## config.mk

```make
export PLATFORM = sky130hd
export DESIGN_NAME = sr_flag_arbiter_flat
export DESIGN_NICKNAME = d
export VERILOG_FILES = /design/src/rtl/sr_flag_arbiter_if.sv /design/src/rtl/sr_flag_arbiter.sv /design/src/flat_wrapper.sv
export SDC_FILE = /design/constraint.sdc
export NUM_CORES = 1
export LEC_CHECK = 0
export ABC_CLOCK_PERIOD_IN_PS = 1750
export BUFFER_PORTS_ARGS = -buffer_cell sky130_fd_sc_hd__buf_2
export CORE_MARGIN = 1
export CORE_UTILIZATION = 48
export CTS_BUF_LIST = sky130_fd_sc_hd__clkbuf_8
export CTS_CLUSTER_SIZE = 8
export DETAILED_ROUTE_END_ITERATION = 10
export GPL_TIMING_DRIVEN = 0
export PLACE_DENSITY = 0.74
export SLEW_MARGIN = 30
export SYNTH_ARGS = -nofsm -noshare
export SYNTH_HDL_FRONTEND = slang
export SYNTH_SLANG_ARGS = --single-unit
```

## constraint.sdc

```tcl
create_clock -name clk -period 1.75 [get_ports clk]
set_input_delay 0.0875 -clock clk [delete_from_list [all_inputs] [get_ports clk]]
set_output_delay 0.0875 -clock clk [all_outputs]
set_load 0.05 [all_outputs]
```

## src/rtl/sr_flag_arbiter_if.sv

```systemverilog
// Request/grant and SR-drive bundle shared between requesters and the flag arbiter.
interface sr_flag_arbiter_if #(
    parameter int N = 4
);
    logic [N-1:0] req;
    logic [N-1:0] op;
    logic [N-1:0] gnt;
    logic         s;
    logic         r;
    logic         q;
    logic         busy;

    modport master (output req, op, input gnt, s, r, q, busy);
    modport slave  (input req, op, output gnt, s, r, q, busy);
endinterface

```

## src/rtl/sr_flag_arbiter.sv

```systemverilog
// Round-robin arbiter sharing one SR-latch status flag; drives fixed-width s/r
// pulses separated by a guard gap so the latch never sees s and r together.
module sr_flag_arbiter #(
    parameter int N       = 4,
    parameter int PULSE_W = 2,
    parameter int GAP_W   = 1
) (
    input  logic               clk,
    input  logic               rst,
    sr_flag_arbiter_if.slave   bus
);
    localparam int MAXC = (PULSE_W > GAP_W) ? PULSE_W : GAP_W;
    localparam int CW   = (MAXC > 1) ? $clog2(MAXC) : 1;
    localparam int PTRW = $clog2(N);

    localparam logic [1:0] ST_INIT  = 2'd0;
    localparam logic [1:0] ST_PULSE = 2'd1;
    localparam logic [1:0] ST_GAP   = 2'd2;
    localparam logic [1:0] ST_IDLE  = 2'd3;

    localparam logic [CW-1:0] CNT_PULSE = CW'(PULSE_W - 1);
    localparam logic [CW-1:0] CNT_GAP   = CW'(GAP_W - 1);

    logic [1:0]      state_q, state_d;
    logic [CW-1:0]   cnt_q, cnt_d;
    logic [PTRW-1:0] ptr_q, ptr_d;
    logic [N-1:0]    gnt_q, gnt_d;
    logic            s_q, s_d;
    logic            r_q, r_d;
    logic            q_q, q_d;
    logic            busy_q, busy_d;

    logic [N-1:0]    masked_req;
    logic [N-1:0]    pick;
    logic [PTRW-1:0] win_idx;
    logic [PTRW-1:0] win_next;

    // Requests at or above ptr take priority; otherwise wrap to the lowest index.
    always_comb begin
        masked_req = '0;
        win_idx    = '0;
        for (int i = 0; i < N; i++) begin
            masked_req[i] = bus.req[i] && (PTRW'(i) >= ptr_q);
        end
        pick = (masked_req != '0) ? masked_req : bus.req;
        for (int i = N - 1; i >= 0; i--) begin
            if (pick[i]) begin
                win_idx = PTRW'(i);
            end
        end
        win_next = (win_idx == PTRW'(N - 1)) ? '0 : win_idx + PTRW'(1);
    end

    always_comb begin
        // NOTE: every _d starts from its flop value (gnt from 0), so no path can infer a latch.
        state_d = state_q;
        cnt_d   = cnt_q;
        ptr_d   = ptr_q;
        gnt_d   = '0;
        s_d     = s_q;
        r_d     = r_q;
        q_d     = q_q;

        case (state_q)
            ST_INIT: begin
                if (cnt_q == '0) begin
                    r_d     = 1'b0;
                    cnt_d   = CNT_GAP;
                    state_d = ST_GAP;
                end else begin
                    cnt_d = cnt_q - CW'(1);
                end
            end
            ST_PULSE: begin
                if (cnt_q == '0) begin
                    s_d     = 1'b0;
                    r_d     = 1'b0;
                    cnt_d   = CNT_GAP;
                    state_d = ST_GAP;
                end else begin
                    cnt_d = cnt_q - CW'(1);
                end
            end
            ST_GAP: begin
                if (cnt_q == '0) begin
                    state_d = ST_IDLE;
                end else begin
                    cnt_d = cnt_q - CW'(1);
                end
            end
            default: begin
                if (bus.req != '0) begin
                    gnt_d[win_idx] = 1'b1;
                    ptr_d          = win_next;
                    // A request matching the current flag is acknowledged without a pulse.
                    if (bus.op[win_idx] != q_q) begin
                        s_d     = bus.op[win_idx];
                        r_d     = ~bus.op[win_idx];
                        q_d     = bus.op[win_idx];
                        cnt_d   = CNT_PULSE;
                        state_d = ST_PULSE;
                    end
                end
            end
        endcase

        busy_d = (state_d != ST_IDLE);
    end

    always_ff @(posedge clk) begin
        // NOTE: state flops use non-blocking assignment so every flop samples pre-edge values.
        if (rst) begin
            state_q <= ST_INIT;
            cnt_q   <= CNT_PULSE;
            ptr_q   <= '0;
            gnt_q   <= '0;
            s_q     <= 1'b0;
            r_q     <= 1'b1;
            q_q     <= 1'b0;
            busy_q  <= 1'b1;
        end else begin
            state_q <= state_d;
            cnt_q   <= cnt_d;
            ptr_q   <= ptr_d;
            gnt_q   <= gnt_d;
            s_q     <= s_d;
            r_q     <= r_d;
            q_q     <= q_d;
            busy_q  <= busy_d;
        end
    end

    assign bus.gnt  = gnt_q;
    assign bus.s    = s_q;
    assign bus.r    = r_q;
    assign bus.q    = q_q;
    assign bus.busy = busy_q;
endmodule

```

## src/flat_wrapper.sv

```systemverilog
// flat-port wrapper written by rule: the top's interface ports become plain ports
module sr_flag_arbiter_flat 
#(
    parameter int N       = 4,
    parameter int PULSE_W = 2,
    parameter int GAP_W   = 1
)
  (clk, rst, bus_req, bus_op, bus_gnt, bus_s, bus_r, bus_q, bus_busy);
  sr_flag_arbiter_if #(.N(N)) bus_i ();
  input  logic clk;
  input  logic rst;
  input wire logic [$bits(bus_i.req)-1:0] bus_req;
  input wire logic [$bits(bus_i.op)-1:0] bus_op;
  output wire logic [$bits(bus_i.gnt)-1:0] bus_gnt;
  output wire logic [$bits(bus_i.s)-1:0] bus_s;
  output wire logic [$bits(bus_i.r)-1:0] bus_r;
  output wire logic [$bits(bus_i.q)-1:0] bus_q;
  output wire logic [$bits(bus_i.busy)-1:0] bus_busy;
  assign bus_i.req = bus_req;
  assign bus_i.op = bus_op;
  assign bus_gnt = bus_i.gnt;
  assign bus_s = bus_i.s;
  assign bus_r = bus_i.r;
  assign bus_q = bus_i.q;
  assign bus_busy = bus_i.busy;
  sr_flag_arbiter #(.N(N), .PULSE_W(PULSE_W), .GAP_W(GAP_W)) u_core (.clk(clk), .rst(rst), .bus(bus_i));
endmodule
```

* Yosys cells after proc, flatten, opt, wreduce, memory -nomap -nowiden *
Index checks and enable logic that the tools add are counted.

operators by class
  add/subtract/negate cells = 2
  $mul = 0
  div/mod/pow operators = 0
  $lt $le $gt $ge = 6
  equal/unequal tests = 7
  shift-type cells = 0
  mux-type cells = 26
  bitwise operators = 5
  reductions and logical operators = 23

operator list
  cell                                                                                 number
  2-bit 2-to-1 mux                                                                     9
  2-bit nonzero test                                                                   6
  1-bit 2-to-1 mux                                                                     11
  4-bit AND reduction                                                                  2
  4-bit nonzero test                                                                   2
  2-bit inequality test (second input constant)                                        3
  1-bit logical AND                                                                    5
  1-bit inverter                                                                       5
  5-bit OR reduction                                                                   1
  2-bit == test (second input constant)                                                2
  1-bit by 2-bit greater-or-equal comparator with 1-bit output (first input constant)  2
  2-bit greater-or-equal comparator (first input constant)                             2
  4-bit 2-to-1 mux                                                                     1
  1-bit case mux with 2 select lines                                                   2
  2-bit case mux with 2 select lines                                                   1
  2-bit AND reduction                                                                  2
  2-bit OR reduction                                                                   2
  2-bit by 3-bit < comparator with 1-bit output (second input constant)                1
  3-bit AND reduction                                                                  1
  3-bit OR reduction                                                                   1
  2-bit by 1-bit adder with 2-bit output (second input constant)                       1
  1-bit binary-select mux with 2-bit select                                            1
  1-bit demux with 2-bit select                                                        1
  2-bit by 1-bit == test with 1-bit output (second input constant)                     1
  other kinds (4)                                                                      4

word-level totals
  register bits = 13
  bits in latches = 0
  memory bits (writable) = 0
  memory bits (read-only) = 0
  memories kept = 0

* Logic depth before layout (Yosys ltp) *
Gate-level depths: netlist (run 1).

  word-level depth = 15
  mapped depth = 7

* Worst setup path after synthesis (run 1) *
Ideal clock, no wire load.

  path kind = reg-to-reg
  from = register u_core.ptr_q[0]
  to = register u_core.state_q[1]
  library setup time = 0.070 ns
  arrival = 1.715 ns
  data required time = 1.680 ns
  path slack = -0.035 ns
  stages on the path, launching flop included = 8
  period minus slack after synthesis = 1.785 ns
  cell sequence = dfxtp_1 > inv_1 > a21oi_1 > a2bb2oi_2 > mux2i_1 > mux2_4 > nor3_2 > a21boi_1

between the ends
  word-level cells in the longest chain between the ends = 14

ends and longest elaborated chain
  item                                                                                                                      line                    source
  start, declared                                                                                                           sr_flag_arbiter.sv:26   logic [PTRW-1:0] ptr_q, ptr_d;
  start signal, assigned                                                                                                    sr_flag_arbiter.sv:124  ptr_q <= ptr_d;
  1-bit by 2-bit greater-or-equal comparator with 1-bit output / 2-bit greater-or-equal comparator (equally long branches)  sr_flag_arbiter.sv:43   masked_req[i] = bus.req[i] && (PTRW'(i) >= ptr_q);
  1-bit logical AND                                                                                                         sr_flag_arbiter.sv:43
  4-bit nonzero test                                                                                                        sr_flag_arbiter.sv:45   pick = (masked_req != '0) ? masked_req : bus.req;
  4-bit 2-to-1 mux *                                                                                                        sr_flag_arbiter.sv:45
  2-bit 2-to-1 mux (3 in series)                                                                                            sr_flag_arbiter.sv:47   if (pick[i]) begin
  2-bit 2-to-1 mux *                                                                                                        sr_flag_arbiter.sv:47
  1-bit binary-select mux with 2-bit select *                                                                               sr_flag_arbiter.sv:96   if (bus.op[win_idx] != q_q) begin
  1-bit 2-to-1 mux (implied by the code) *                                                                                  sr_flag_arbiter.sv:96
  1-bit inequality test *                                                                                                   sr_flag_arbiter.sv:96
  2-bit 2-to-1 mux *                                                                                                        sr_flag_arbiter.sv:96
  2-bit 2-to-1 mux *                                                                                                        sr_flag_arbiter.sv:92   if (bus.req != '0) begin
  2-bit case mux with 2 select lines *                                                                                      sr_flag_arbiter.sv:64   case (state_q)
  end signal, assigned                                                                                                      sr_flag_arbiter.sv:122  state_q <= state_d;
  end, declared                                                                                                             sr_flag_arbiter.sv:24   logic [1:0] state_q, state_d;

Every way passes the cells marked *; elsewhere a longest branch is shown, timed or not. The select of a mux whose other input is x is not followed.
A chain may end at the register's enable or synchronous reset.

* Worst setup path in the final report (run 1) *
  from = register u_core.ptr_q[1]
  to = register u_core.state_q[1]

The elaborated chain is that of the path after synthesis.

==> metrics.yaml, run 1 <==
outcome: "finished with violations"
failed_checks: "negative setup slack"
synth_top_area_frac: 0.3701
totalPowerFinal_mw: 0.7447
powerDensity_mw_per_mm2: 763.0
start_kind: "register"
antenna_found_initial: 0
drv_slew: 0
crit_type: "reg2reg"
start_util: 0.5272
synth.avg_cell_area_um2: 8.790
worstMarginPinSlew_ps: 385.5
critical_path_peak_fanout: 4
fin_crit_sh: 1.055
final_nets: 123
synth.most_common_cell: "dfxtp_1"
fp.dieH_um: 40.28
drive_above_1_share: 0.4259
switching_share: 0.2874
coreArea_mm2: 0.001334
relSlewSlack: 0.7430
hpwl_um: 939.2
dr.pass1.iters: 4
endpoint_kind: "register"
synth_cell_types: 25
route.detailed.drc: 0
setup_viol: 4
required_ps: 1880
fin_worst_skew_ps: 0.3295
area_delta_synth_final_pct: 38.79
via_per_inst: 5.374
seqPwrFrac: 0.424
ys_ff_latch: 13
p_comb_frac: 0.213
ctsHoldBuffers: 0
p_switching_mw: 0.2140
grt_usage: 0.2362
setup_slack_ps: -96.86
max-vdd-ir-drop_uv: 382.2
vias: 661
ys.flop_type: "dfxtp_1"
path_clk_slew_ps: 60
finalHoldViolations: 0
max_clock_freq_mhz: 541.5
synth.area.top_cells: "dfxtp_1 (37%), mux2i_1 (8.5%), ha_1 (7.1%)"
grt_pass1_vias: 587
pin_count: 18
cts_max_path_buffers: 2
num_antenna_cells: 0
ant_nets: 0
fill_cells: 95
h-tree-depth: 1
netlist_top_cells_count: "dfxtp_1 (13), nand2_1 (8), nor2_1 (8)"
wl_per_cell_um: 12.54
syn_inst: 80
portBuffers: 16
synthArstFlopShare: 0
synth_area_um2: 703.2
min_period_ps: 1847
clock_latency_ps: 240
row_count: 13
drt_iter0_drc: 15
power_frac_clock: 0.363
cts_tree: "done"
clock-sinks: 13
gp_congestion: 0.7437
maxCapViolCount: 0
rsz0062_at_grt: "true"
hp-class: "in2reg"
root_buffer: "clkbuf_8"
synth_top_area_cell: "dfxtp_1"
cts_buffers: 3
arrival_ps: 1980
grt_overflow_total: 0
internal-power_mw: 0.5306
grt_pass1_wl_mm: 2.415
routed_wl_mm: 1.542
ys_seq_area_frac: 0.3701
p_leak_nw: 0.4272
yosys_warnings: 0
fp.dieW_um: 40.28
place_worst_setup_slack_ps: -249.1
grt_max_degree: 11
finalSetupTns_ps: -326.9
synth_edf_count: 0
dieArea_mm2: 0.001622
synth_fp_nets: 94
==> logic make-up after synthesis <==
kind of cell | synth area share
buffers and inverters | 0.04091
flip-flops | 0.3701
AO/OA/AOI/OAI | 0.1263
AND/OR/NAND/NOR | 0.2847
multiplexers | 0.1068
adder cells (fa/ha/maj) | 0.07118
==> path summary, 6_finish.rpt <==
path                   startpoint                end  slack (ps)  depth (start not counted)
setup / recovery  u_core.ptr_q[1]  u_core.state_q[1]        -100                          8
hold / removal                rst    u_core.ptr_q[1]         160                          2
setup reg to reg  u_core.ptr_q[1]  u_core.state_q[1]        -100                          8
hold reg to reg      u_core.cnt_q  u_core.state_q[1]         530                          1
==> per-layer routing <==
metal / wire, um / part of all wire / GRT usage / vias to the layer above
li1: - / - / - / 335
met1: 655 / 0.42 / 0.2635 / 307
met2: 804 / 0.52 / 0.4032 / 14
met3: 44 / 0.029 / 0.05000 / 5
met4: 37 / 0.024 / 0.1500 / 0
met5: 0 / 0 / 0 / -
==> worst max-delay path: stages, from the launching register on <==
cell and delay, ps:
dfxtp_4 360, nand2_2 60, nand3b_1 120, a2bb2oi_4 260, mux2i_4 300, mux2i_2 280, buf_4 160, nor3_4 40
a21boi_2 150
==> timing repair <==
item                       4_1_cts  5_1_grt
pin swaps                        6        3
setup buffers                    7        1
gates resized for setup         10        4
setup endpoints to repair        6        5
==> layout by cell type, fill, tap and decap left out, types with 2 or more instances in the layout <==
cell type / netlist / routed
nor3_1: 4 / 4
a21oi_1: 6 / 5
buf_2: 0 / 16
ha_1: 4 / 4
mux2i_1: 6 / 2
and2_1: 4 / 4
buf_4: 0 / 8
o21a_1: 2 / 2
inv_1: 4 / 4
dfxtp_1: 13 / 11
clkbuf_8: 0 / 3
nand3_1: 5 / 4
a211oi_1: 2 / 2
mux2i_2: 0 / 3
nor3_4: 1 / 2
nor2_1: 8 / 8
clkbuf_2: 2 / 2
nand2_1: 8 / 7
==> flip-flops by register name, summed over array words and instances, names as in the netlist <==
signal and cells:
u_core.bus.busy 1, u_core.bus.gnt 4, u_core.bus.s 1, u_core.bus.q 1, u_core.bus.r 1, u_core.ptr_q 2
u_core.state_q 2, u_core.cnt_q 1
==> final cells by class <==
| class | count | area, um2 | area share |
|---|---|---|---|
| sequential | 13 | 265.3 | 0.2718 |
| clock inverter | 1 | 3.754 | 0.003846 |
| buffer | 3 | 13.76 | 0.01410 |
| multi-input combinational | 60 | 478.0 | 0.4897 |
| tap | 15 | 18.77 | 0.01923 |
| timing repair buffer | 24 | 140.1 | 0.1436 |
| clock buffer | 3 | 41.29 | 0.04231 |
| inverter | 4 | 15.01 | 0.01538 |
==> metrics by stage <==
step	instances	hold WS (ps)	utilization	instance area, um2
6_report	123	158.8	0.7317	975.9
5_1_grt	123	191.9	0.7317	975.9
4_1_cts	122	161.7	0.7101	947.2
3_5_place_dp	111	427.3	0.6088	812.0
3_3_place_gp	111	427.9	0.6088	812.0
2_1_floorplan	80	378.4	-	713.2
==> power groups by stage <==
stage	Combinational [mW]	Sequential, mW	Clock, mW
2_1_floorplan	0.0715	0.344	0
3_3_place_gp	0.121	0.322	0
3_5_place_dp	0.123	0.323	0
4_1_cts	0.148	0.315	0.268
5_1_grt	0.172	0.318	0.279
6_report	0.159	0.316	0.270
Power figures use the tool's default switching activity.
==> run 2: changes to the inputs <==
- CAP_MARGIN: unset -> 15
- CTS_CLUSTER_SIZE: 8 -> 28
- RECOVER_POWER: unset -> 100
==> run 2 against run 1 <==
Compared with the run above: the flow still finishes with violations (negative setup slack); via count decreased by 0.76%; clock-buffer cell count unchanged; wire length increased by 0.45%; highest routed layer unchanged.
==> metrics.yaml, run 2 (synthesis gave the netlist of run 1 again) <==
cts_max_path_buffers: 2  # unchanged
outcome: "finished with violations"  # unchanged
pin_count: 18  # unchanged
routed_wl_mm: 1.549  # was 1.542 mm
fin_worst_skew_ps: 0.3285  # was 0.3295 ps
cp_slowest_stage_delay_ps: 360  # about the same
cts_buffers: 3  # unchanged
area_delta_synth_final_pct: 37.01  # was 38.79%
drt_iter0_drc: 11  # was 15
grt_pass1_wl_mm: 2.415  # unchanged
fp.dieH_um: 40.28  # unchanged
maxCapViolCount: 0  # unchanged
route.detailed.drc: 0  # unchanged
grt_pass1_vias: 587  # unchanged
layout_commonest_cell: "dfxtp_1"  # was buf_2
portBuffers: 16  # unchanged
grt_overflow_total: 0  # unchanged
min_period_ps: 1847  # about the same
totalPowerFinal_mw: 0.7415  # was 0.7447 mW
grt_usage: 0.2362  # unchanged
postLayoutCoreUtil: 0.7223  # was 0.7317
final_nets: 123  # unchanged
failed_checks: "negative setup slack"  # unchanged
clock_latency_ps: 240  # about the same
drive_above_1_share: 0.3519  # was 0.4259
h-tree-depth: 1  # unchanged
cts_tree: "done"  # unchanged
setup_viol: 4  # unchanged
dieArea_mm2: 0.001622  # unchanged
worstMarginPinSlew_ps: 591.1  # was 385.5 ps
powerDensity_mw_per_mm2: 769.6  # was 763.0 mW/mm2
wl_per_cell_um: 12.59  # was 12.54 um
required_ps: 1880  # about the same
row_count: 13  # unchanged
max-vdd-ir-drop_uv: 376.6  # was 382.2 uV
fin_cells: 123  # unchanged
dpl.cell_count: 111  # unchanged
num_antenna_cells: 0  # unchanged
critical_path_peak_fanout: 4  # unchanged
arrival_ps: 1980  # about the same
clock-sinks: 13  # unchanged
crit_chain: "nand2_2, nand3b_1, a2bb2oi_4, mux2i_4, mux2i_2, buf_4, nor3_4, a21boi_2"  # unchanged
slowest_stage: "dfxtp_4"  # unchanged
rsz0062_at_grt: "true"  # unchanged
ant_nets: 0  # unchanged
hp-class: "in2reg"  # unchanged
grt_max_degree: 11  # unchanged
via_per_inst: 5.333  # was 5.374
finalSetupTns_ps: -327.2  # was -326.9 ps
vias: 656  # was 661
largest_reg_flops: 4  # unchanged
start_util: 0.5272  # unchanged
reg2reg_slack_ps: -100  # about the same
fin_crit_sh: 1.056  # was 1.055
finalHoldViolations: 0  # unchanged
relSlewSlack: 0.6076  # was 0.7430
ctsHoldBuffers: 0  # unchanged
mostFrequentLayoutCells: "dfxtp_1 (11), clkbuf_1 (9), buf_2 (9), nor2_1 (8)"  # was buf_2 (16), dfxtp_1 (11), nor2_1 (8), buf_4 (8), nand2_1 (7)
root_buffer: "clkbuf_8"  # unchanged
coreArea_mm2: 0.001334  # unchanged
hpwl_um: 939.2  # unchanged
drv_slew: 0  # unchanged
gp_congestion: 0.7437  # unchanged
crit_type: "reg2reg"  # unchanged
start_kind: "register"  # unchanged
finalHoldWorstSlack_ps: 159.3  # was 158.8 ps
fp.dieW_um: 40.28  # unchanged
path_clk_slew_ps: 60  # about the same
antenna_found_initial: 0  # unchanged
setup_slack_ps: -97.24  # was -96.86 ps
p_leak_nw: 0.3974  # was 0.4272 nW
endpoint_kind: "register"  # unchanged
max_clock_freq_mhz: 541.3  # was 541.5 MHz
dr.pass1.iters: 4  # unchanged
[run 2: changes by cell type in the layout (fill, tap and decap cells not counted)]
cell      previous run  this run
clkbuf_1             1         9
buf_2               16         9
buf_4                8         7
[run 2: layout make-up]
class	instances	area, um2
clock buffers	3	41.29
inverters	4	15.01
well taps	15	18.77
clock inverters	1	3.754
multi-input cells	60	478.0
fillers	101	370.4
flip-flops and latches	13	265.3
repair buffers	24	127.6
plain buffers	3	13.76
[run 2: power breakdown]
group	internal [mW]	switching [mW]
Combinational	0.0652	0.0906
Clock	0.155	0.115
Sequential	0.307	0.00880
[run 2: worst paths after layout]
kind,from,depth (start not counted),to
setup reg to reg,u_core.ptr_q[1],8,u_core.state_q[1]
hold reg to reg,u_core.cnt_q,1,u_core.state_q[1]
setup / recovery,u_core.ptr_q[1],8,u_core.state_q[1]
hold / removal,rst,2,u_core.ptr_q[1]
[run 2: what timing repair did]
action                                  CTS  global route
pin swaps                                 6             3
endpoints found under the hold margin     0             0
resized for setup                        10             4
setup buffers                             7             1
endpoints found under the setup margin    6             5
[run 2: stage by stage]
stage	area, um2	worst slack (ps)
after global placement	812.0	-149.3
after detailed placement	812.0	-249.1
after global routing	963.4	-178.5
final	963.4	-97.24
after CTS	947.2	-63.53
after floorplan	713.2	39.76
[run 2: layer usage]
metal / vias to the layer above / routed length [um] / part of all wire / GRT usage
met5: - / 0 / 0 / 0
met4: 0 / 37 / 0.024 / 0.1500
met3: 5 / 47 / 0.030 / 0.05000
met2: 14 / 800 / 0.52 / 0.4032
met1: 303 / 663 / 0.43 / 0.2635
li1: 334 / - / - / -
[run 2: worst max-delay path, delay by kind of cell, from the launching register on]
family	cells	cell delay, ps
AND/OR/NAND/NOR	3	220
flip-flops	1	360
multiplexers	2	580
buffers and inverters	1	160
AO/OA/AOI/OAI	2	410
==> run 3: changes to the inputs <==
- ABC_CLOCK_PERIOD_IN_PS: 1750 -> 1540
- clock period: 1.75 -> 1.54 ns (I/O delays scaled with it)
==> run 3 against run 2 <==
Compared with the run above: the flow still finishes with violations (negative setup slack); final cell count increased by 6.5%; setup slack got worse by 200 ps; non-clock buffer count increased by 8; combinational power increased by 41%; critical path depth decreased by 1; clock power increased by 8.5%; sequential share of layout area decreased by 2.4 points; first-iteration DRC count increased by 9.1%; via count increased by 6.7%; critical endpoint unchanged.
==> metrics.yaml, run 3 (synthesis gave the netlist of run 1 again) <==
gp_congestion: 0.7353  # was 0.7437
cp_top_family: "multiplexers"  # unchanged
path_clk_slew_ps: 50  # was 60 ps
drv_slew: 0  # unchanged
maxCapViolCount: 0  # unchanged
row_count: 13  # unchanged
h-tree-depth: 1  # unchanged
clock_latency_ps: 240  # about the same
dpl.cell_count: 111  # unchanged
p_leak_nw: 0.4420  # was 0.3974 nW
portBuffers: 16  # unchanged
ant_nets: 0  # unchanged
design_area_mm2: 0.001057  # was 963.4 um2
path_depth: 7  # was 8
min_period_ps: 1842  # was 1847 ps
finalHoldViolations: 0  # unchanged
max-vdd-ir-drop_uv: 450.9  # was 376.6 uV
grt_overflow_total: 0  # unchanged
grt_usage: 0.2454  # was 0.2362
rr_worst_depth: 7  # was 8
setup_slack_ps: -301.8  # was -97.24 ps
grt_pass1_wl_mm: 2.518  # was 2.415 mm
fp.dieW_um: 40.28  # unchanged
wl_per_cell_um: 14.02  # was 12.59 um
coreArea_mm2: 0.001334  # unchanged
reg2reg_slack_ps: -300  # was -100 ps
start_kind: "register"  # unchanged
cp_slowest_stage_delay_ps: 340  # was 360 ps
crit_type: "reg2reg"  # unchanged
postLayoutCoreUtil: 0.7927  # was 0.7223
dieArea_mm2: 0.001622  # unchanged
drive_above_1_share: 0.4310  # was 0.3519
relSlewSlack: 0.6050  # was 0.6076
drt_iter0_drc: 12  # was 11
worstMarginPinSlew_ps: 595.0  # was 591.1 ps
cts_tree: "done"  # unchanged
rsz0062_at_grt: "true"  # unchanged
route.detailed.drc: 0  # unchanged
via_per_inst: 5.344  # was 5.333
grt_max_degree: 11  # unchanged
crit_start: "u_core.ptr_q[0]"  # was u_core.ptr_q[1]
antenna_found_initial: 0  # unchanged
crit_path_end: "u_core.state_q[1]"  # unchanged
cts_buffers: 3  # unchanged
powerDensity_mw_per_mm2: 825.4  # was 769.6 mW/mm2
mostFrequentLayoutCells: "buf_4 (16), dfxtp_1 (11), clkbuf_1 (9), nor2_1 (8), buf_2 (8)"  # was dfxtp_1 (11), clkbuf_1 (9), buf_2 (9), nor2_1 (8)
cts_max_path_buffers: 2  # unchanged
totalPowerFinal_mw: 0.8727  # was 0.7415 mW
r2r-start: "u_core.ptr_q[0]"  # was u_core.ptr_q[1]
layout_commonest_cell: "buf_4"  # was dfxtp_1
pin_count: 18  # unchanged
largest_reg_flops: 4  # unchanged
required_ps: 1720  # was 1880 ps
root_buffer: "clkbuf_8"  # unchanged
dr.pass1.iters: 4  # unchanged
worstReg2RegEnd: "u_core.state_q[1]"  # unchanged
hp-class: "in2reg"  # unchanged
place_area_um2: 830.8  # was 812.0 um2
clock-sinks: 13  # unchanged
setup_viol: 12  # was 4
start_util: 0.5272  # unchanged
max_clock_freq_mhz: 543.0  # was 541.3 MHz
num_antenna_cells: 0  # unchanged
arrival_ps: 2020  # was 1980 ps
fp.dieH_um: 40.28  # unchanged
outcome: "finished with violations"  # unchanged
grt_pass1_vias: 580  # was 587
endpoint_kind: "register"  # unchanged
final_nets: 131  # was 123
path_buf_inv: 1  # unchanged
crit_chain: "inv_2, a21oi_2, a2bb2oi_4, mux2i_4, mux2_4, nor3_4, a21boi_2"  # was nand2_2, nand3b_1, a2bb2oi_4, mux2i_4, mux2i_2, buf_4, nor3_4, a21boi_2
area_delta_synth_final_pct: 50.36  # was 37.01%
fin_cells: 131  # was 123
critical_path_peak_fanout: 3  # was 4
finalHoldWorstSlack_ps: 156.4  # was 159.3 ps
vias: 700  # was 656
routed_wl_mm: 1.836  # was 1.549 mm
fin_crit_sh: 1.196  # was 1.056
fin_worst_skew_ps: 3.235  # was 0.3285 ps
fill_cells: 88  # was 101
slowest_stage: "dfxtp_2"  # was dfxtp_4
failed_checks: "negative setup slack"  # unchanged
-- run 3: report_power, final --
part,internal (mW),switching (mW)
Combinational,0.104,0.116
Sequential,0.349,0.0102
Clock,0.176,0.117
Total,0.629,0.244
-- run 3: cell type report --
| class | count | area, um2 | share of cell area |
|---|---|---|---|
| plain buffers | 3 | 13.76 | 0.01302 |
| clock buffers | 3 | 41.29 | 0.03905 |
| clock inverters | 1 | 3.754 | 0.003550 |
| inverters | 4 | 15.01 | 0.01420 |
| multi-input cells | 60 | 509.2 | 0.4817 |
| flip-flops and latches | 13 | 265.3 | 0.2509 |
| well taps | 15 | 18.77 | 0.01775 |
| repair buffers | 32 | 190.2 | 0.1799 |
-- run 3: metal layers --
| layer | GRT usage | vias up | share of wire |
|---|---|---|---|
| met5 | 0 | - | 0 |
| met4 | 0.1667 | 0 | 0.046 |
| met3 | 0.09444 | 11 | 0.053 |
| met2 | 0.3992 | 25 | 0.51 |
| met1 | 0.2601 | 315 | 0.39 |
| li1 | - | 349 | - |
-- run 3: through the flow --
step                setup TNS [ps]  worst slack (ps)
floorplan                   -518.5            -145.0
global placement             -1085            -247.3
detailed placement           -1290            -332.4
CTS                          -1678            -288.1
global route                 -3242            -386.6
finish                       -2082            -301.8
-- run 3: worst min path at each step --
| stage | startpoint | endpoint | slack (ps) | cells past startpoint |
|---|---|---|---|---|
| 3_3_place_gp | rst | u_core.ptr_q[1] | 410 | 2 |
| 3_5_place_dp | rst | u_core.ptr_q[1] | 400 | 2 |
| 2_1_floorplan | rst | u_core.ptr_q[1] | 360 | 2 |
| 6_report | rst | u_core.ptr_q[1] | 160 | 2 |
| 5_1_grt | rst | u_core.ptr_q[1] | 170 | 2 |
| 4_1_cts | rst | u_core.ptr_q[1] | 140 | 2 |
-- run 3: timing repair --
action	in CTS	in global routing
pin swaps	4	3
setup buffers	11	5
hold buffers	0	0
resized for setup	9	5
endpoints found under the setup margin	6	11
